File: config.mk
export PLATFORM = sky130hd
export DESIGN_NAME = clock_set_ctrl_flat
export DESIGN_NICKNAME = d
export VERILOG_FILES = /design/src/rtl/clock_set_ctrl_if.sv /design/src/rtl/clock_set_ctrl.sv /design/src/flat_wrapper.sv
export SDC_FILE = /design/constraint.sdc
export NUM_CORES = 1
export LEC_CHECK = 0
export ABC_AREA = 1
export ABC_CLOCK_PERIOD_IN_PS = 1900
export BUFFER_PORTS_ARGS = -buffer_cell sky130_fd_sc_hd__buf_2
export CORE_UTILIZATION = 40
export CTS_CLUSTER_DIAMETER = 200
export DETAILED_ROUTE_END_ITERATION = 12
export PLACE_DENSITY = 0.67
export SETUP_SLACK_MARGIN = 0.4
export SYNTH_ARGS = -nofsm -noshare
export SYNTH_HDL_FRONTEND = slang
export SYNTH_SLANG_ARGS = --single-unit
File: constraint.sdc
create_clock -name clk -period 1.9 [get_ports clk]
set_clock_uncertainty 0.1 [all_clocks]
set_input_delay 0.095 -clock clk [delete_from_list [all_inputs] [get_ports clk]]
set_output_delay 0.095 -clock clk [all_outputs]
set_load 0.03 [all_outputs]
File: src/rtl/clock_set_ctrl_if.sv
// Handshake bundle between the clock set controller and
// the button logic / BCD counter datapath.
interface clock_set_ctrl_if;
  logic       mode;
  logic       inc;
  logic       clr;
  logic [7:0] sec_q;
  logic [7:0] min_q;
  logic       sec_cin;
  logic       min_cin;
  logic       hour_cin;
  logic       sec_load;
  logic       min_load;
  logic [7:0] load_data;
  logic [1:0] state;

  modport master (
    input  mode,
    input  inc,
    input  clr,
    input  sec_q,
    input  min_q,
    output sec_cin,
    output min_cin,
    output hour_cin,
    output sec_load,
    output min_load,
    output load_data,
    output state
  );

  modport slave (
    output mode,
    output inc,
    output clr,
    output sec_q,
    output min_q,
    input  sec_cin,
    input  min_cin,
    input  hour_cin,
    input  sec_load,
    input  min_load,
    input  load_data,
    input  state
  );
endinterface

File: src/rtl/clock_set_ctrl.sv
// Seconds prescaler, carry generation and set-mode FSM for
// a cascaded pair of BCD mod-60 counters.
module clock_set_ctrl #(
  parameter int DIV = 50000000,
  parameter int PW  = 26
) (
  input logic              clk,
  input logic              reset,
  clock_set_ctrl_if.master bus
);

  typedef enum logic [1:0] {
    RUN     = 2'b00,
    SET_MIN = 2'b01,
    SET_SEC = 2'b10,
    BAD     = 2'b11
  } state_e;

  localparam logic [PW-1:0] LAST = PW'(DIV - 1);

  state_e        state_q, state_d;
  logic [PW-1:0] pre_q, pre_d;
  logic          tick_q, tick_d;
  logic          sec_cin_q, sec_cin_d;
  logic          min_cin_q, min_cin_d;
  logic          hour_cin_q, hour_cin_d;
  logic          sec_load_q, sec_load_d;
  logic          min_load_q, min_load_d;
  logic [7:0]    data_q, data_d;
  logic          busy;
  logic          sec_top;
  logic          min_top;

  function automatic logic [7:0] bcd_inc(
    input logic [7:0] v
  );
    logic [3:0] lo;
    logic [3:0] hi;
    lo = v[3:0];
    hi = v[7:4];
    if (lo >= 4'd9) begin
      lo = 4'd0;
      if (hi >= 4'd5) hi = 4'd0;
      else            hi = hi + 4'd1;
    end else begin
      lo = lo + 4'd1;
    end
    return {hi, lo};
  endfunction

  // q is stale while a load is in flight
  assign busy    = sec_load_q | min_load_q;
  assign sec_top = (bus.sec_q == 8'h59);
  assign min_top = (bus.min_q == 8'h59);

  always_comb begin
    state_d    = state_q;
    pre_d      = '0;
    tick_d     = 1'b0;
    sec_cin_d  = 1'b0;
    min_cin_d  = 1'b0;
    hour_cin_d = 1'b0;
    sec_load_d = 1'b0;
    min_load_d = 1'b0;
    data_d     = data_q;
    if (bus.clr) begin
      sec_load_d = 1'b1;
      min_load_d = 1'b1;
      data_d     = 8'h00;
    end else if (bus.mode) begin
      unique case (state_q)
        RUN:     state_d = SET_MIN;
        SET_MIN: state_d = SET_SEC;
        SET_SEC: state_d = RUN;
        default: state_d = RUN;
      endcase
    end else if (state_q == RUN) begin
      tick_d     = (pre_q == LAST);
      pre_d      = tick_d ? '0 : pre_q + 1'b1;
      sec_cin_d  = tick_q;
      min_cin_d  = tick_q & sec_top;
      hour_cin_d = tick_q & sec_top & min_top;
    end else if (bus.inc && !busy) begin
      if (state_q == SET_MIN) begin
        min_load_d = 1'b1;
        data_d     = bcd_inc(bus.min_q);
      end else if (state_q == SET_SEC) begin
        sec_load_d = 1'b1;
        data_d     = bcd_inc(bus.sec_q);
      end
    end
  end

  always_ff @(posedge clk) begin
    if (reset) begin
      state_q    <= RUN;
      pre_q      <= '0;
      tick_q     <= 1'b0;
      sec_cin_q  <= 1'b0;
      min_cin_q  <= 1'b0;
      hour_cin_q <= 1'b0;
      sec_load_q <= 1'b0;
      min_load_q <= 1'b0;
      data_q     <= 8'h00;
    end else begin
      state_q    <= state_d;
      pre_q      <= pre_d;
      tick_q     <= tick_d;
      sec_cin_q  <= sec_cin_d;
      min_cin_q  <= min_cin_d;
      hour_cin_q <= hour_cin_d;
      sec_load_q <= sec_load_d;
      min_load_q <= min_load_d;
      data_q     <= data_d;
    end
  end

  assign bus.sec_cin   = sec_cin_q;
  assign bus.min_cin   = min_cin_q;
  assign bus.hour_cin  = hour_cin_q;
  assign bus.sec_load  = sec_load_q;
  assign bus.min_load  = min_load_q;
  assign bus.load_data = data_q;
  assign bus.state     = state_q;

endmodule
File: src/flat_wrapper.sv
// flat-port wrapper written by rule: the top's interface ports become plain ports
module clock_set_ctrl_flat 
#(
  parameter int DIV = 50000000,
  parameter int PW  = 26
)
  (clk, reset, bus_mode, bus_inc, bus_clr, bus_sec_q, bus_min_q, bus_sec_cin, bus_min_cin, bus_hour_cin, bus_sec_load, bus_min_load, bus_load_data, bus_state);
  clock_set_ctrl_if bus_i ();
  input logic clk;
  input logic reset;
  input wire logic [$bits(bus_i.mode)-1:0] bus_mode;
  input wire logic [$bits(bus_i.inc)-1:0] bus_inc;
  input wire logic [$bits(bus_i.clr)-1:0] bus_clr;
  input wire logic [$bits(bus_i.sec_q)-1:0] bus_sec_q;
  input wire logic [$bits(bus_i.min_q)-1:0] bus_min_q;
  output wire logic [$bits(bus_i.sec_cin)-1:0] bus_sec_cin;
  output wire logic [$bits(bus_i.min_cin)-1:0] bus_min_cin;
  output wire logic [$bits(bus_i.hour_cin)-1:0] bus_hour_cin;
  output wire logic [$bits(bus_i.sec_load)-1:0] bus_sec_load;
  output wire logic [$bits(bus_i.min_load)-1:0] bus_min_load;
  output wire logic [$bits(bus_i.load_data)-1:0] bus_load_data;
  output wire logic [$bits(bus_i.state)-1:0] bus_state;
  assign bus_i.mode = bus_mode;
  assign bus_i.inc = bus_inc;
  assign bus_i.clr = bus_clr;
  assign bus_i.sec_q = bus_sec_q;
  assign bus_i.min_q = bus_min_q;
  assign bus_sec_cin = bus_i.sec_cin;
  assign bus_min_cin = bus_i.min_cin;
  assign bus_hour_cin = bus_i.hour_cin;
  assign bus_sec_load = bus_i.sec_load;
  assign bus_min_load = bus_i.min_load;
  assign bus_load_data = bus_i.load_data;
  assign bus_state = bus_i.state;
  clock_set_ctrl #(.DIV(DIV), .PW(PW)) u_core (.clk(clk), .reset(reset), .bus(bus_i));
endmodule
==> flow_metrics.tcl, run 1 <==
set metrics [dict create \
    status "complete, no violations" \
    min_period_ps 1509 \
    synth_area_mm2 0.002680 \
    drt-total-wl_um 6725 \
    synth_edf_count 0 \
    avgViaCountPerCell 4.963 \
    drc_errors 0 \
    cp-start-kind "register" \
    numPortBuffers 35 \
    dpl.hpwl_um 4556 \
    drive_gt1_share_pct 34.76 \
    wire_per_inst_um 12.38 \
    cts_tree "done" \
    drt_first_pass_iters 4 \
    ir_drop_mv 0.3231 \
    grt_usage_pct 18.94 \
    p_leak_uw 0.001448 \
    ios 36 \
    ant_nets 0 \
    clock-root-buffer "clkbuf_8" \
    crit_fanout 4 \
    tightest_slew_ps 423.4 \
    grt_max_degree 16 \
    maxCapViolations 0 \
    yosys.area.top_type_share_pct 31.37 \
    synth_async_sr_flop_share_pct 0 \
    hold_path.class "primary input to register" \
    antenna_found_initial 0 \
    synth-seq-cells 42 \
    maxSlewViolCount 0 \
    vias 2695 \
    die_x_um 83.86 \
    htreeDepth 2 \
    postSynthAreaPerCell_um2 6.717 \
    seq_area_frac_synth_pct 31.37 \
    hold_viol 0 \
    finalCritPeriodShare_pct 79.42 \
    finalSetupTns_ps 0 \
    slew_headroom_pct 71.38 \
    clk_pin_slew_ps 90 \
    critical_path_required_ps 2050 \
    area_delta_synth_final_pct 33.80 \
    final_nets 503 \
    drt_iter0_markers 91 \
    fmax_mhz 662.7 \
    yosys_warnings 0 \
    grt_pass1_wl_um 10760 \
    synthTopCellsByCount "102 x nand2_1, 69 x nor2_1, 53 x inv_1" \
    crit_type "register to register" \
    dieArea_mm2 0.007032 \
    start_util_pct 41.73 \
    synth_top_flop_cell "dfxtp_1" \
    power.density_mw_per_mm2 486.5 \
    yosysTopAreaCell "dfxtp_1" \
    synthCells 399 \
    syn-num-nets 437 \
    routabilityCongestion 0.8772 \
    rows 29 \
    synthTopCellsByArea "dfxtp_1 31%, nand2_1 14%, nor2_1 9.7%" \
    setup_violations 0 \
    layout_setup_ws_ps 391.1 \
    rsz0062_at_grt "true" \
    cts_sinks 42 \
    dp_slack_ps 165.9 \
    die_h_um 83.86 \
    core-area_mm2 0.006422 \
    worstSkewPairLatency_ps 300 \
    cts.path.max_buffers 2 \
    grt_pass1_vias 2439 \
    gr-total-overflow 0 \
    crit_arrival_ps 1660 \
    antenna_cells 0 \
    synth_most_common_cell "nand2_1" \
    numCtsBuffers 5 \
    worst_setup_path_end_kind "register" \
    yosysUniqueCellTypes 34 \
]
[routing by layer]
layer  track usage, %  vias up  routed length [µm]
met1            23.29     1242                2983
met5                0        -                   0
met2            33.68       64                3393
li1                 -     1375                   -
met4            6.583        0                 127
met3            2.572       14                 220
[flip-flops by register name (all words and copies together), names as in the netlist]
name and cells:
u_core.pre_q 26, u_core.bus.load_data 8, u_core.bus.state 2, u_core.bus.hour_cin 1, u_core.bus.min_cin 1, u_core.bus.min_load 1, u_core.bus.sec_cin 1, u_core.bus.sec_load 1
u_core.tick_q 1
[layout by cell type (no fill, tap or decap), types with 5 or more instances in the layout]
master and instances:
a21oi_2 8, buf_2 35, buf_4 19, clkbuf_8 5, dfxtp_1 26, dfxtp_2 10
dfxtp_4 6, ha_1 14, inv_1 48, nand2_1 91, nand2_2 12, nand3_1 25
nand3b_1 6, nand4_1 8, nor2_1 49, nor2_2 20, nor2_4 10, xnor2_1 6
xor2_1 10
[report_power, final]
group | internal, µW | switching, µW
combinational | 98.4 | 150
sequential | 881 | 7.41
clock | 263 | 344
[area by class of cell]
cell class / count / area, µm²
clock buffer: 5 / 68.82
clock inverter: 3 / 23.77
fill: 596 / 2836
inverter: 55 / 214.0
multi-input combinational: 299 / 1879
sequential: 42 / 875.8
tap: 77 / 96.34
timing repair buffer: 62 / 427.9
[worst paths after layout]
path,start,to,slack [ps],cells past startpoint
worst min-delay path,bus_min_q[6],u_core.bus.hour_cin,30,3
worst max-delay path,u_core.bus.state[1],u_core.bus.load_data[6],390,10
worst max register to register,u_core.bus.state[1],u_core.bus.load_data[6],390,10
worst min register to register,u_core.tick_q,u_core.bus.sec_cin,360,2
[critical path, cell delays in order (launching register included)]
cell and delay (ps):
dfxtp_4 370, inv_4 70, ha_2 210, inv_1 90, nor2_1 90, nand3_1 100
nand2_2 100, nand3_1 100, nand3_1 100, nand2_1 60, inv_1 50
[timing repair]
| action | CTS | global route |
|---|---|---|
| buffers inserted | 14 | 9 |
| endpoints found under the setup margin | 34 | 34 |
| hold buffers | 2 | 0 |
| pin swaps | 15 | 26 |
| gates cloned | 4 | 0 |
| resized for setup | 21 | 63 |
| hold endpoints to repair | 4 | 0 |
[cells by family after synthesis]
logic type	Yosys count	share of synthesized area (%)
buffers and inverters	61	9.664
DFF	42	31.37
and+or+nand+nor	240	40.52
AOI/OAI and AO/OA	22	4.948
adders and majority gates	17	7.936
xor gates and xnor gates	17	5.555
[through the flow]
stage | cells | instance area, µm² | total power (µW) | utilization, % | hold slack, ps
after floorplan | 399 | 2731 | 1058 | - | 63.72
after global placement | 506 | 2954 | 1114 | 46.00 | 225.7
after detailed placement | 506 | 2954 | 1119 | 46.00 | 229.7
after CTS | 534 | 3311 | 1748 | 51.55 | 16.03
after global routing | 543 | 3586 | 1834 | 55.83 | 19.78
final | 543 | 3586 | 1745 | 55.83 | 25.94
No activity file was read; power rests on OpenSTA's default activity.
==> run 2: changes to the inputs <==
--- a/config.mk
+++ b/config.mk
@@ -6,7 +6,7 @@
 export NUM_CORES = 1
 export LEC_CHECK = 0
 export ABC_AREA = 1
-export ABC_CLOCK_PERIOD_IN_PS = 1900
+export ABC_CLOCK_PERIOD_IN_PS = 1500
 export BUFFER_PORTS_ARGS = -buffer_cell sky130_fd_sc_hd__buf_2
 export CORE_UTILIZATION = 40
 export CTS_CLUSTER_DIAMETER = 200
==> constraint.sdc (replaced) <==
create_clock -name clk -period 1.5 [get_ports clk]
set_clock_uncertainty 0.1 [all_clocks]
set_input_delay 0.075 -clock clk [delete_from_list [all_inputs] [get_ports clk]]
set_output_delay 0.075 -clock clk [all_outputs]
set_load 0.03 [all_outputs]
==> flow_metrics.tcl, run 2 (synthesis results as in run 1) <==
set metrics [dict create \
    status "finished with violations" \
    failed_checks "hold timing" \
    clk_pin_slew_ps 80 \
    worst-path-buf-inv 5 \
    antenna_cells 0 \
    critPathMaxStageDelay_ps 380 \
    largest_register_ffs 26 \
    wire_per_inst_um 11.84 \
    cts_tree "done" \
    vias 2714 \
    die_x_um 83.86 \
    maxSlewViolCount 0 \
    slew_headroom_pct 71.47 \
    power_frac_comb_pct 15.2 \
    min_period_ps 1494 \
    area_delta_synth_final_pct 34.55 \
    grt_max_degree 15 \
    dp_slack_ps -57.38 \
    drt-total-wl_um 6534 \
    rsz0062_at_grt "true" \
    p_leak_uw 0.001488 \
    worstSkewPairLatency_ps 300 \
    layout_setup_ws_ps 5.833 \
    maxCapViolations 0 \
    worst_setup_path_end_kind "register" \
    clock-root-buffer "clkbuf_8" \
    drt_iter0_markers 87 \
    htreeDepth 2 \
    routabilityCongestion 0.8653 \
    finalSetupTns_ps 0 \
    ir_drop_mv 0.3402 \
    area.sequential_um2 879.6 \
    critPathTopFamily "simple AND/OR/NAND/NOR gates" \
    gr-total-overflow 0 \
    grt_pass1_vias 2489 \
    clkPwrFrac_pct 33.4 \
    final_nets 512 \
    cts_sinks 42 \
    power.total_uw 2187 \
    final_common_cell "nand2_1" \
    setup_violations 0 \
    drive_gt1_share_pct 34.11 \
    tightest_slew_ps 422.0 \
    finish.utilization_pct 56.15 \
    numPortBuffers 35 \
    dpl.hpwl_um 5040 \
    hold_path.class "primary input to register" \
    cp_slowest_cell "dfxtp_4" \
    dieArea_mm2 0.007032 \
    fin_hold_ws_ps -8.915 \
    largest_register "u_core.pre_q" \
    cp-start-kind "register" \
    numCtsBuffers 5 \
    crit_arrival_ps 1640 \
    p_int_uw 1584 \
    antenna_found_initial 0 \
    grt_usage_pct 18.90 \
    crit_chain "inv_4, ha_4, inv_4, nand2_2, inv_2, nand2_2, nor2_4, buf_12, nor2_1, nor2_1, nand2_1, inv_1" \
    fmax_mhz 669.3 \
    critical_path_required_ps 1640 \
    sequentialPowerShare_pct 51.4 \
    avgViaCountPerCell 4.917 \
    crit_type "register to register" \
    drc_errors 0 \
    die_h_um 83.86 \
    finalCritPeriodShare_pct 99.61 \
    drt_first_pass_iters 4 \
    multi_input_area_mm2 0.001773 \
    hold_viol 1 \
    start_util_pct 41.73 \
    grt_pass1_wl_um 10840 \
    cts.path.max_buffers 2 \
    swShare_pct 27.58 \
    final_cell_mix "96 x nand2_1, 59 x nor2_1, 48 x inv_1, 33 x buf_2, 30 x buf_4" \
    core-area_mm2 0.006422 \
    power.density_mw_per_mm2 606.6 \
    rows 29 \
    crit_fanout 13 \
    ant_nets 0 \
    n_fill_cell 619 \
    ios 36 \
    power_switching_uw 603.2 \
]
run 2: final timing paths:
kind | start | end | slack [ps] | cells past startpoint
hold / removal | bus_mode | u_core.pre_q[6] | -9 | 4
hold reg to reg | u_core.pre_q[0] | u_core.pre_q[0] | 350 | 1
setup / recovery | u_core.bus.state[0] | u_core.bus.load_data[2] | 6 | 12
setup reg to reg | u_core.bus.state[0] | u_core.bus.load_data[2] | 6 | 12
run 2: worst min-delay path, delay by kind of cell:
family	cells	cell delay [ps]
compound gates	1	30
simple gates	2	120
buf+inv	1	120
run 2: what timing repair did:
action | in CTS | in global routing
hold endpoints to repair | 5 | 2
hold buffers | 2 | 1
pin swaps | 2 | 5
setup buffers | 3 | 6
gates cloned | 0 | 1
endpoints found under the setup margin | 41 | 44
resized for setup | 16 | 38
run 2: through the flow:
| stage | instance area, µm² | instances |
|---|---|---|
| after floorplan | 2778 | 399 |
| final | 3606 | 552 |
| after detailed placement | 3226 | 531 |
| after global placement | 3226 | 531 |
| after global routing | 3606 | 552 |
| after CTS | 3408 | 544 |
run 2: routing by layer:
metal	vias up	global-route usage [%]	share of wire, %
met4	0	7.053	2.2
met5	-	0	0
met3	18	2.868	3.2
li1	1395	-	-
met1	1236	22.64	44
met2	65	33.90	51
run 2: final cells by class:
cell class | instances | area share, %
clock inverter | 3 | 0.5899
clock buffer | 5 | 1.908
tap | 77 | 2.672
multi-input combinational | 296 | 49.17
inverter | 55 | 6.003
timing repair buffer | 74 | 15.27
sequential | 42 | 24.39
run 2: power groups by stage:
stage	combinational, µW	sequential, µW	clock (µW)
2_1_floorplan	168	1170	0
3_3_place_gp	274	1160	0
3_5_place_dp	281	1160	0
4_1_cts	300	1130	758
5_1_grt	370	1130	822
6_report	333	1120	731
==> run 3: changes to the inputs <==
--- a/config.mk
+++ b/config.mk
@@ -5,7 +5,6 @@
 export SDC_FILE = /design/constraint.sdc
 export NUM_CORES = 1
 export LEC_CHECK = 0
-export ABC_AREA = 1
 export ABC_CLOCK_PERIOD_IN_PS = 1500
 export BUFFER_PORTS_ARGS = -buffer_cell sky130_fd_sc_hd__buf_2
 export CORE_UTILIZATION = 40
==> flow_metrics.tcl, run 3 <==
set metrics [dict create \
    avgViaCountPerCell 5.337 \
    antenna_cells 0 \
    clk_pin_slew_ps 90 \
    htreeDepth 2 \
    ant_nets 0 \
    synth_most_common_cell "dfxtp_1" \
    critPathMaxStageDelay_ps 370 \
    dp.cells 443 \
    status "finished with violations" \
    grt_usage_pct 23.35 \
    cp-start-kind "register" \
    maxCapViolations 0 \
    vias 2487 \
    failed_checks "setup timing" \
    synth_top_flop_cell "dfxtp_1" \
    reg2reg_depth 6 \
    cts.path.max_buffers 2 \
    min_period_ps 1643 \
    synth_area_mm2 0.002381 \
    final_nets 431 \
    area_delta_synth_final_pct 62.95 \
    core-area_mm2 0.005608 \
    drt_first_pass_iters 4 \
    gr-total-overflow 0 \
    use_met3_pct 3.908 \
    critPathTopFamily "compound AO/OA/AOI/OAI gates" \
    setup_violations 34 \
    hold_start "bus_min_q[3]" \
    final_common_cell "buf_4" \
    synthCells 271 \
    hold_path.class "primary input to register" \
    yosysUniqueCellTypes 50 \
    routabilityCongestion 0.9022 \
    worst_setup_path_end_kind "register" \
    postSynthAreaPerCell_um2 8.786 \
    crit_fanout 5 \
    yosys_warnings 0 \
    wire_per_inst_um 15.06 \
    crit_type "register to register" \
    numCtsBuffers 5 \
    ios 36 \
    cts_tree "done" \
    whs_path_depth 3 \
    timing.rr.start "u_core.bus.state[0]" \
    synthTopCellsByCount "42 x dfxtp_1, 32 x nor2_1, 17 x ha_1" \
    grt_pass1_wl_um 11370 \
    p_leak_uw 0.001595 \
    hold_end "u_core.bus.hour_cin" \
    cts_sinks 42 \
    power_switching_uw 600.5 \
    power.density_mw_per_mm2 627.3 \
    sequentialPowerShare_pct 46.1 \
    worst-path-buf-inv 1 \
    finalCritPeriodShare_pct 109.6 \
    drt-total-wl_um 7019 \
    seq_area_frac_synth_pct 35.31 \
    drive_gt1_share_pct 54.82 \
    swShare_pct 24.67 \
    numPortBuffers 35 \
    critical_path_required_ps 1590 \
    antenna_found_initial 0 \
    yosys.area.top_type_share_pct 35.31 \
    crit_chain "buf_6, ha_4, nand3b_1, a211oi_2, a221o_1, o221a_2" \
    grt_pass1_vias 2504 \
    r2r-end "u_core.bus.load_data[5]" \
    clkPwrFrac_pct 38.7 \
    crit_cells 6 \
    synth_edf_count 0 \
    final_cell_mix "73 x buf_4, 31 x buf_2, 27 x nor2_1, 19 x dfxtp_1, 17 x dfxtp_2" \
    rows 27 \
    fmax_mhz 608.5 \
    p_int_uw 1833 \
    die_x_um 79.15 \
    die_h_um 79.15 \
    ir_drop_mv 0.4680 \
    largest_register_ffs 26 \
    largest_register "u_core.pre_q" \
    dpl.hpwl_um 4780 \
    grt_use_met1_pct 27.87 \
    power_frac_comb_pct 15.2 \
    drc_errors 0 \
    start_util_pct 42.46 \
    fin_hold_ws_ps 58.58 \
    rsz0062_at_grt "true" \
    yosysTopAreaCell "dfxtp_1" \
    worstSkewPairLatency_ps 300 \
    hold_viol 0 \
    clock-root-buffer "clkbuf_8" \
    synth-seq-cells 42 \
    synthTopCellsByArea "dfxtp_1 35%, ha_1 8.9%, nor2_1 5.0%" \
    synth_async_sr_flop_share_pct 0 \
    slew_headroom_pct 72.66 \
    syn-num-nets 309 \
    top_usage_layer "met2" \
    use_met2_pct 39.57 \
    layout.cells.non_filler 466 \
    drt_iter0_markers 68 \
    crit_arrival_ps 1730 \
    cp_slowest_cell "dfxtp_4" \
    maxSlewViolCount 0 \
    grt_max_degree 14 \
    dieArea_mm2 0.006265 \
    r2r_slack_ps -140 \
    tightest_slew_ps 409.3 \
    layout_setup_ws_ps -143.3 \
]
run 3: cell count changes after synthesis, sizes merged, moves of 7 or more:
cell / delta
nor2: -47
inv: -40
nor3: -7
nand3: -12
nand2: -94
run 3: how the worst max path moves through the flow:
stage / endpoint / start / slack, ps
after floorplan: u_core.bus.load_data[5] / u_core.bus.state[1] / -300
after global placement: u_core.bus.load_data[1] / u_core.bus.state[1] / -270
after detailed placement: u_core.bus.load_data[1] / u_core.bus.state[1] / -320
after CTS: u_core.bus.load_data[5] / u_core.bus.state[1] / -120
after global routing: u_core.bus.load_data[5] / u_core.bus.state[1] / -200
final: u_core.bus.load_data[5] / u_core.bus.state[0] / -140
run 3: layout make-up:
type                    count  area (µm²)
multi-input cells         204        1799
well taps                  72       90.09
repair buffers            125       925.9
fillers                   416        1728
clock inverters             1       30.03
inverters                  15       63.81
clock buffers               7       86.33
flip-flops and latches     42       884.6
run 3: what timing repair did:
item                                    in CTS  in global routing
endpoints found under the setup margin      42                 46
cloned                                       1                  0
endpoints found under the hold margin        5                  0
buffers inserted                             7                  2
pin swaps                                   20                  6
gates resized for setup                     59                 25
hold buffers                                 5                  0
run 3: cells by family (layout without fill, tap and decap cells):
logic type	Yosys count	in the layout	share of synthesized area, %
compound gates	53	53	15.03
xor+xnor	19	19	6.989
fa+ha+maj	17	17	8.933
buf+inv	26	148	5.149
flops	42	42	35.31
mux	1	1	0.4729
simple gates	113	114	28.11
run 3: metal layers:
metal  vias up  wire (µm)
met5         -          0
met1      1183       2997
li1       1234          -
met2        56       3609
met4         0        175
met3        14        237
run 3: power groups by stage:
stage / Clock, µW / Combinational, µW / Sequential [µW]
finish: 942 / 369 / 1120
global route: 1020 / 396 / 1120
CTS: 962 / 336 / 1120
detailed placement: 0 / 292 / 1150
global placement: 0 / 284 / 1150
floorplan: 0 / 132 / 1170
run 3: worst register-to-register path, cell delays in order (launching register included):
cell and delay, ps:
dfxtp_4 370, buf_6 130, ha_4 180, nand3b_1 140
a211oi_2 70, a221o_1 320, o221a_2 220
run 3: through the flow:
stage | setup WS [ps] | power, µW | setup TNS [ps] | util, % | cell area [µm²]
finish | -143.3 | 2434 | -3425 | 69.19 | 3880
global route | -197.5 | 2537 | -5260 | 69.19 | 3880
CTS | -123.1 | 2421 | -2530 | 66.76 | 3744
detailed placement | -317.6 | 1446 | -6079 | 58.70 | 3292
global placement | -268.6 | 1438 | -5279 | 58.70 | 3292
floorplan | -304.7 | 1298 | -2295 | - | 2572
